==> config.mk <==
export PLATFORM = sky130hd
export DESIGN_NAME = prisoner_guess_seq
export DESIGN_NICKNAME = d
export VERILOG_FILES = /design/src/rtl/prisoner_guess_seq.sv
export SDC_FILE = /design/constraint.sdc
export NUM_CORES = 1
export LEC_CHECK = 0
export CAP_MARGIN = 20
export CORE_MARGIN = 2
export CORE_UTILIZATION = 43
export DETAILED_ROUTE_END_ITERATION = 16
export PLACE_DENSITY = 0.77
export SYNTH_ARGS = -nofsm -noshare
export SYNTH_HDL_FRONTEND = slang
export SYNTH_SLANG_ARGS = --single-unit
==> constraint.sdc <==
create_clock -name clk -period 2.2 [get_ports clk]
set_clock_uncertainty 0.2 [all_clocks]
set_input_delay 0.33 -clock clk [delete_from_list [all_inputs] [get_ports clk]]
set_output_delay 0.33 -clock clk [all_outputs]
set_load 0.05 [all_outputs]
==> src/rtl/prisoner_guess_seq.sv <==
// Stimulus sequencer for the prisoners secret-compare stage: it resets and loads the
// downstream stage, sweeps guesses, and records the first guess that matched the secret.
module prisoner_guess_seq #(
  parameter int          NUM_GUESSES = 50,
  parameter logic [31:0] GUARD_KEY   = 32'hCAFEFACE,
  parameter int          CNT_W       = 8
) (
  input  logic             clk,
  input  logic             rst,
  input  logic             start_i,
  input  logic [7:0]       secret_i,
  input  logic [7:0]       first_guess_i,
  input  logic [7:0]       stride_i,
  input  logic             hold_i,
  output logic             dn_rst_o,
  output logic [31:0]      guard_key_o,
  output logic             load_o,
  output logic             compare_o,
  output logic [7:0]       guess_data_o,
  output logic             busy_o,
  output logic             done_o,
  output logic             hit_o,
  output logic [CNT_W-1:0] hit_idx_o
);

  typedef enum logic [2:0] {
    IDLE  = 3'd0,
    KRST  = 3'd1,
    LOAD  = 3'd2,
    GAP   = 3'd3,
    GUESS = 3'd4,
    DONE  = 3'd5
  } state_t;

  localparam logic [CNT_W-1:0] LAST_IDX = CNT_W'(NUM_GUESSES - 1);

  state_t           state_q, state_d;
  logic [CNT_W-1:0] cnt_q, cnt_d;
  logic [7:0]       secret_q, secret_d;
  logic [7:0]       stride_q, stride_d;
  logic [7:0]       g_q, g_d;
  logic             hit_q, hit_d;
  logic [CNT_W-1:0] hit_idx_q, hit_idx_d;
  logic             dn_rst_q, dn_rst_d;
  logic [31:0]      guard_key_q, guard_key_d;
  logic             load_q, load_d;
  logic             compare_q, compare_d;
  logic [7:0]       guess_data_q, guess_data_d;
  logic             busy_q, busy_d;
  logic             done_q, done_d;

  always_comb begin
    state_d      = state_q;
    cnt_d        = cnt_q;
    secret_d     = secret_q;
    stride_d     = stride_q;
    g_d          = g_q;
    hit_d        = hit_q;
    hit_idx_d    = hit_idx_q;
    dn_rst_d     = 1'b0;
    guard_key_d  = 32'h0;
    load_d       = 1'b0;
    compare_d    = 1'b0;
    guess_data_d = 8'h00;
    done_d       = 1'b0;

    // Outputs are registered from the current state, so each step shows one edge later.
    unique case (state_q)
      IDLE: begin
        if (start_i) begin
          secret_d  = secret_i;
          g_d       = first_guess_i;
          stride_d  = stride_i;
          hit_d     = 1'b0;
          hit_idx_d = '0;
          cnt_d     = '0;
          state_d   = KRST;
        end
      end
      KRST: begin
        dn_rst_d    = 1'b1;
        guard_key_d = GUARD_KEY;
        state_d     = LOAD;
      end
      LOAD: begin
        load_d       = 1'b1;
        guard_key_d  = GUARD_KEY;
        guess_data_d = secret_q;
        state_d      = GAP;
      end
      GAP: begin
        state_d = GUESS;
      end
      GUESS: begin
        if (hold_i) begin
          guess_data_d = guess_data_q;
        end else begin
          compare_d    = 1'b1;
          guess_data_d = g_q;
          g_d          = g_q + stride_q;
          cnt_d        = cnt_q + 1'b1;
          if ((g_q == secret_q) && !hit_q) begin
            hit_d     = 1'b1;
            hit_idx_d = cnt_q;
          end
          if (cnt_q == LAST_IDX) begin
            state_d = DONE;
          end
        end
      end
      DONE: begin
        done_d  = 1'b1;
        state_d = IDLE;
      end
      default: begin
        state_d = IDLE;
      end
    endcase

    // Busy rises with the accepted start and stays through the done pulse.
    busy_d = (state_d != IDLE) || (state_q == DONE);
  end

  always_ff @(posedge clk) begin
    if (rst) begin
      state_q      <= IDLE;
      cnt_q        <= '0;
      hit_q        <= 1'b0;
      hit_idx_q    <= '0;
      dn_rst_q     <= 1'b0;
      guard_key_q  <= 32'h0;
      load_q       <= 1'b0;
      compare_q    <= 1'b0;
      guess_data_q <= 8'h00;
      busy_q       <= 1'b0;
      done_q       <= 1'b0;
    end else begin
      state_q      <= state_d;
      cnt_q        <= cnt_d;
      hit_q        <= hit_d;
      hit_idx_q    <= hit_idx_d;
      dn_rst_q     <= dn_rst_d;
      guard_key_q  <= guard_key_d;
      load_q       <= load_d;
      compare_q    <= compare_d;
      guess_data_q <= guess_data_d;
      busy_q       <= busy_d;
      done_q       <= done_d;
    end
  end

  // Captured round parameters are only meaningful after a start, so they need no reset.
  always_ff @(posedge clk) begin
    secret_q <= secret_d;
    stride_q <= stride_d;
    g_q      <= g_d;
  end

  assign dn_rst_o     = dn_rst_q;
  assign guard_key_o  = guard_key_q;
  assign load_o       = load_q;
  assign compare_o    = compare_q;
  assign guess_data_o = guess_data_q;
  assign busy_o       = busy_q;
  assign done_o       = done_q;
  assign hit_o        = hit_q;
  assign hit_idx_o    = hit_idx_q;

endmodule
==> results of run 1 <==
cells in the final DEF (no fill, tap or decap), types with 3 or more instances in the layout:
cell type | Yosys | layout
a211oi_1 | 11 | 10
a21o_1 | 3 | 3
a21oi_1 | 6 | 6
a22o_1 | 8 | 8
buf_12 | 0 | 25
buf_4 | 31 | 11
clkbuf_8 | 0 | 11
clkdlybuf4s50_1 | 0 | 49
clkinv_2 | 0 | 3
conb_1 | 1 | 10
dfxtp_1 | 34 | 34
edfxtp_1 | 24 | 24
ha_1 | 9 | 7
inv_1 | 7 | 7
nand2_1 | 22 | 22
nand3_1 | 3 | 3
nand4_1 | 4 | 4
nor2_1 | 21 | 21
nor2b_1 | 4 | 3
nor3_1 | 11 | 11
o21a_1 | 5 | 5
o21ai_0 | 17 | 17
xnor2_1 | 11 | 11
xor2_1 | 5 | 5
kinds of logic (layout without fill, tap and decap cells):
| kind of cell | after synthesis | in the layout |
|---|---|---|
| fa+ha+maj | 10 | 10 |
| other cells | 1 | 10 |
| flops | 58 | 58 |
| xor+xnor | 16 | 16 |
| simple gates | 77 | 77 |
| compound gates | 59 | 59 |
| buf+inv | 46 | 108 |
routing by layer:
layer  global-route usage, %  vias up  share of wire [%]
li1                        -     1044                  -
met4                    9.09        0                1.8
met2                    25.0       89                 47
met3                    4.23        9                6.4
met1                    21.3     1007                 44
met5                       0        -                  0
through the flow:
step	util [%]	instances	TNS [ns]	total power [mW]
finish	62.3	415	-0.00233	3.56
global route	62.3	415	-0.118	3.70
CTS	61.7	414	0	3.56
detailed placement	58.9	398	0	2.69
global placement	58.9	398	0	2.68
floorplan	-	276	0	2.19
worst max-delay path by stage:
stage                         to  slack [ns]
after floorplan           g_q[6]        0.15
after global placement    g_q[6]        0.09
after detailed placement  g_q[6]        0.03
after CTS                 g_q[6]       0.009
after global routing      g_q[6]       -0.12
final                     g_q[6]      -0.002
flip-flops by register name, indices dropped and copies added (netlist names):
name	count
busy_o	1
cnt_q	8
compare_o	1
dn_rst_o	1
done_o	1
g_q	8
guard_key_o	1
guess_data_o	8
hit_idx_o	8
hit_o	1
load_o	1
secret_q	8
state_q	3
stride_q	8
critical path, stage by stage (launching register included):
cell	delay (ns)
edfxtp_1	0.42
ha_2	0.22
inv_1	0.09
fa_2	0.22
nor2b_2	0.05
o31a_1	0.25
o21a_1	0.19
o21a_1	0.18
o31ai_2	0.22
cell type report:
type | instances | area (sq um) | area share [%]
Multi-Input combinational cell | 172 | 1140 | 29.1
Timing Repair Buffer | 85 | 1070 | 27.5
Clock buffer | 13 | 159 | 4.06
Sequential cell | 58 | 1400 | 35.8
Clock inverter | 3 | 15.0 | 0.384
Inverter | 7 | 26.3 | 0.672
Tap cell | 77 | 96.3 | 2.46
report_power, final:
part,leakage (nW),internal [mW],switching [mW]
clock network,0.0932,0.465,0.401
logic,0.896,0.613,0.769
registers,0.504,1.23,0.0772
what timing repair did:
action,in CTS,in global routing
resized for setup,0,6
buffers inserted,0,1
setup endpoints to repair,0,3
==> impl_metrics.csv, run 1 <==
group,metric,value,unit
worst_setup_path,setup.worst_path.start_class,"flip-flop",
sta,timing.hold.ws,0.282,ns
grt,antenna_found_initial,0,
cts,cts_tree,"built",
grt,grt_use_total,16.4,%
power,p_leak,1.49,nW
layout,fillers,503,
worst_setup_path,cp-end-kind,"flip-flop",
run,cap_violations,0,
floorplanning,die_area,7110,sq um
floorplanning,coreArea,6280,sq um
cts,cts.path.max_buffers,2,
route,remaining_drc_errors,0,
worst_setup_path,reg2reg_depth,8,
place,postPlaceCellArea,3700,sq um
grt,overflow,0,
synthesis,synthMuxAreaShare,0,%
route,post_drt_via_cell_ratio,5.18,
worst_setup_path,r2r_start,"g_q[0]",
place,place.gp.congestion,0.825,
min_path,worstHoldPathCells,1,
cts,clock_latency,0.34,ns
layout,num_antenna_cells,0,
synthesis,synth_compound_area_share,14.4,%
synthesis,seq_area_frac_synth,50.5,%
cts,cts-root-buf,"clkbuf_8",
place,port_buffers,71,
synthesis,ys_warn_count,0,
synthesis,synth.ff_latch_count,58,
floorplanning,die_h,84.3,um
route,dr.pass1.iters,4,
cts,cts.sinks,58,
power,peakVddDrop,0.664,mV
grt,first_global_vias,2008,
synthesis,ys.flop_type,"dfxtp_1",
sta,relSlewSlack,65.4,%
layout,stdcell_area,3910,sq um
route,routed_wl,5680,um
sta,setup-violations-final,1,
route,num_vias,2149,
synthesis,synth_top_family_by_area,"compound AO/OA/AOI/OAI gates",
sta,min_period_over_period,100,%
route,avgRoutedWirePerCell,13.7,um
synthesis,synth_xor_area_share,5.05,%
synthesis,yosysTopAreaCellShare,26.0,%
sta,worst_slew_pin_slew,0.518,ns
min_path,min_from,"hit_idx_o[5]",
grt,grt_pass1_wl,9190,um
min_path,hold_end,"hit_idx_o[5]",
worst_setup_path,cp_data_arrival_time,2.17,ns
outcome,status,"finished, violations left",
synthesis,synth_cells,267,
floorplanning,dieWidth,84.3,um
synthesis,synthSimpleGateAreaFrac,14.3,%
synthesis,ys_types,40,
route,drtAntennaViolNets,0,
layout,drive_gt1_share,17.8,%
worst_setup_path,critPathKind,"reg2reg",
synthesis,synth_top_area_cell,"edfxtp_1",
sta,fmax,0.454,GHz
synthesis,synth_common_cells,"dfxtp_1 (34), buf_4 (31), edfxtp_1 (24), nand2_1 (22), nor2_1 (21)",
layout,layout.nets,371,
worst_setup_path,path_max_fanout,3,
place,dp_slack,0.0340,ns
sta,finalHoldViolations,0,
layout,area_delta_synth_final,41.0,%
synthesis,synthTopCellsByArea,"edfxtp_1 (26%), dfxtp_1 (25%), buf_4 (8.4%)",
worst_setup_path,required,2.16,ns
worst_setup_path,crit_start,"g_q[0]",
place,place_hpwl,4210,um
floorplanning,std_cell_rows,29,
grt,grt_start_max_net_pins,23,
cts,htree_num_levels,3,
cts,ctsHoldBuffers,0,
sta,worst_slack,-0.00233,ns
route,drt-initial-drc-count,183,
synthesis,synthArstFlopShare,0,%
synthesis,yosysMostFrequentCell,"dfxtp_1",
sta,finalCriticalPeriod,2.20,ns
worst_setup_path,r2r_end,"g_q[6]",
power,powerDensity,910,nW/um^2
min_path,hold_path.class,"reg2reg",
synthesis,synth_edf_count,24,
cts,numCtsBuffers,9,
synthesis,yosys.area_share.adder,4.78,%
cts,clkTransAtPathRegs,0.07,ns
synthesis,syn_area,2770,sq um
outcome,violations,"setup timing",
worst_setup_path,rrSetupSlack,-0.002,ns
sta,rsz0062_at_grt,"true",
sta,finalMaxSlewViolations,0,
floorplanning,initial_core_util,44.2,%
floorplanning,boundaryPins,82,
synthesis,syn_area_per_cell,10.4,sq um
Note: power is estimated with default switching activity, not from simulation.
==> inputs of run 2 (changes only) <==
--- a/config.mk
+++ b/config.mk
@@ -6,10 +6,12 @@
 export NUM_CORES = 1
 export LEC_CHECK = 0
 export CAP_MARGIN = 20
+export CORE_ASPECT_RATIO = 1.4
 export CORE_MARGIN = 2
 export CORE_UTILIZATION = 43
 export DETAILED_ROUTE_END_ITERATION = 16
 export PLACE_DENSITY = 0.77
+export SKIP_CTS_REPAIR_TIMING = 1
 export SYNTH_ARGS = -nofsm -noshare
 export SYNTH_HDL_FRONTEND = slang
 export SYNTH_SLANG_ARGS = --single-unit
==> run 2 against run 1 <==
  * The flow still finishes with violations (setup timing)
  * Cell count is 0.72% lower
  * Power is 8.3% higher
  * Clock-buffer cell count is 2 higher
  * Utilization is 2.2 points higher
  * Routed wire length is 7.1% higher
  * Fmax is 2.1% lower
  * Die area is 0.13% higher
  * Flip-flop and latch count stayed put
  * Global-route usage is 1.4 points higher
  * Worst setup slack worse by 0.048 ns
  * Largest power group unchanged
==> impl_metrics.csv, run 2 (synthesis gave the netlist of run 1 again) <==
group,metric,value,unit
cts,cts-root-buf,"clkbuf_8",
power,clkPwrFrac,29.4,%
power,combPwrFrac,36.7,%
layout,layout_common_cells,"clkdlybuf4s50_1 (49), dfxtp_1 (34), buf_12 (25)",
outcome,status,"finished, violations left",
grt,first_global_vias,2083,
grt,grt_start_max_net_pins,23,
power,powerDensity,962,nW/um^2
worst_setup_path,setup.worst_path.start_class,"flip-flop",
route,remaining_drc_errors,0,
run,cap_violations,0,
floorplanning,initial_core_util,44.7,%
layout,num_antenna_cells,0,
route,dr.pass1.iters,4,
sta,worst_slew_pin_slew,0.500,ns
grt,grt_pass1_wl,9710,um
layout,stdcell_area,4010,sq um
route,post_drt_via_cell_ratio,5.17,
cts,clock_latency,0.33,ns
place,port_buffers,71,
min_path,worstHoldPathCells,1,
grt,overflow,0,
sta,tns,-0.0507,ns
power,peakVddDrop,0.546,mV
worst_setup_path,critPathKind,"reg2reg",
power,p_int,2.57,mW
cts,cts.sinks,58,
worst_setup_path,cp-end-kind,"flip-flop",
route,drtAntennaViolNets,0,
power,p_leak,1.54,nW
sta,min_period_over_period,102,%
cts,clkTransAtPathRegs,0.07,ns
min_path,hold_path.class,"reg2reg",
place,postPlaceCellArea,3710,sq um
power,swShare,33.3,%
layout,final_common_cell,"clkdlybuf4s50_1",
layout,layout.nets,373,
layout,area_delta_synth_final,44.4,%
floorplanning,die_h,99.0,um
cts,cts_tree,"built",
route,drt-initial-drc-count,122,
worst_setup_path,cp_data_arrival_time,2.20,ns
floorplanning,die_area,7120,sq um
cts,cts.path.max_buffers,2,
worst_setup_path,required,2.15,ns
power,p_sw,1.28,mW
place,place_inst,395,
place,place.gp.congestion,0.818,
sta,rsz0062_at_grt,"true",
route,avgRoutedWirePerCell,14.8,um
power,finalPower,3.85,mW
worst_setup_path,reg2reg_depth,8,
floorplanning,coreArea,6210,sq um
cts,htree_num_levels,3,
route,num_vias,2131,
layout,final_cells,412,
floorplanning,dieWidth,71.9,um
layout,final_core_util,64.5,%
floorplanning,std_cell_rows,34,
sta,setup-violations-final,1,
floorplanning,boundaryPins,82,
sta,relSlewSlack,66.5,%
grt,grt_use_total,17.8,%
sta,finalHoldViolations,0,
grt,antenna_found_initial,0,
sta,fmax,0.444,GHz
layout,drive_gt1_share,19.4,%
sta,finalCriticalPeriod,2.25,ns
sta,finalMaxSlewViolations,0,
outcome,violations,"setup timing",
power,power_frac_seq,33.9,%
cts,numCtsBuffers,9,
place,place_hpwl,4390,um
route,routed_wl,6080,um
sta,worst_slack,-0.0507,ns
worst_setup_path,path_max_fanout,3,
run 2: cell count changes in the layout (fill, tap and decap cells not counted), sizes merged:
cell and change:
buf +2, clkinv -2, clkbuf +2
run 2: per-layer routing:
layer / share of wire (%) / track usage, % / up-vias / wire length, um
li1: - / - / 1056 / -
met1: 39 / 19.6 / 977 / 2400
met2: 52 / 30.9 / 89 / 3150
met3: 7.2 / 6.95 / 9 / 435
met4: 1.6 / 5.95 / 0 / 100
met5: 0 / 0 / - / 0
run 2: path summary, 6_finish.rpt:
kind                     start           end  slack [ns]
setup / recovery        g_q[0]        g_q[6]       -0.05
hold / removal    hit_idx_o[7]  hit_idx_o[7]        0.28
setup reg to reg        g_q[0]        g_q[6]       -0.05
hold reg to reg   hit_idx_o[7]  hit_idx_o[7]        0.28
run 2: power groups by stage:
stage | registers [mW] | clock network [mW] | logic, mW
2_1_floorplan | 1.39 | 0 | 0.799
3_3_place_gp | 1.32 | 0 | 1.37
3_5_place_dp | 1.33 | 0 | 1.39
4_1_cts | 1.30 | 1.15 | 1.39
5_1_grt | 1.32 | 1.20 | 1.50
6_report | 1.31 | 1.13 | 1.42
run 2: area by class of cell:
cell class	instances	area, sq um
Sequential cell	58	1400
Clock buffer	15	241
Timing Repair Buffer	87	1090
Multi-Input combinational cell	172	1150
Clock inverter	1	5.00
Inverter	7	26.3
Fill cell	471	2210
Tap cell	72	90.1
run 2: through the flow:
| stage | hold slack, ns | setup WS [ns] |
|---|---|---|
| after global routing | 0.300 | -0.120 |
| after detailed placement | 0.269 | -0.0592 |
| after global placement | 0.264 | 0.0654 |
| final | 0.284 | -0.0507 |
| after floorplan | 0.219 | 0.149 |
| after CTS | 0.287 | -0.102 |
run 2: worst max-delay path, cell delays in order, from the launching register on:
cell and delay [ns]:
edfxtp_1 0.46, ha_4 0.22, inv_2 0.06, fa_2 0.23
nor2b_2 0.05, o31a_1 0.25, o21a_1 0.22, o21a_1 0.19
o31ai_2 0.20
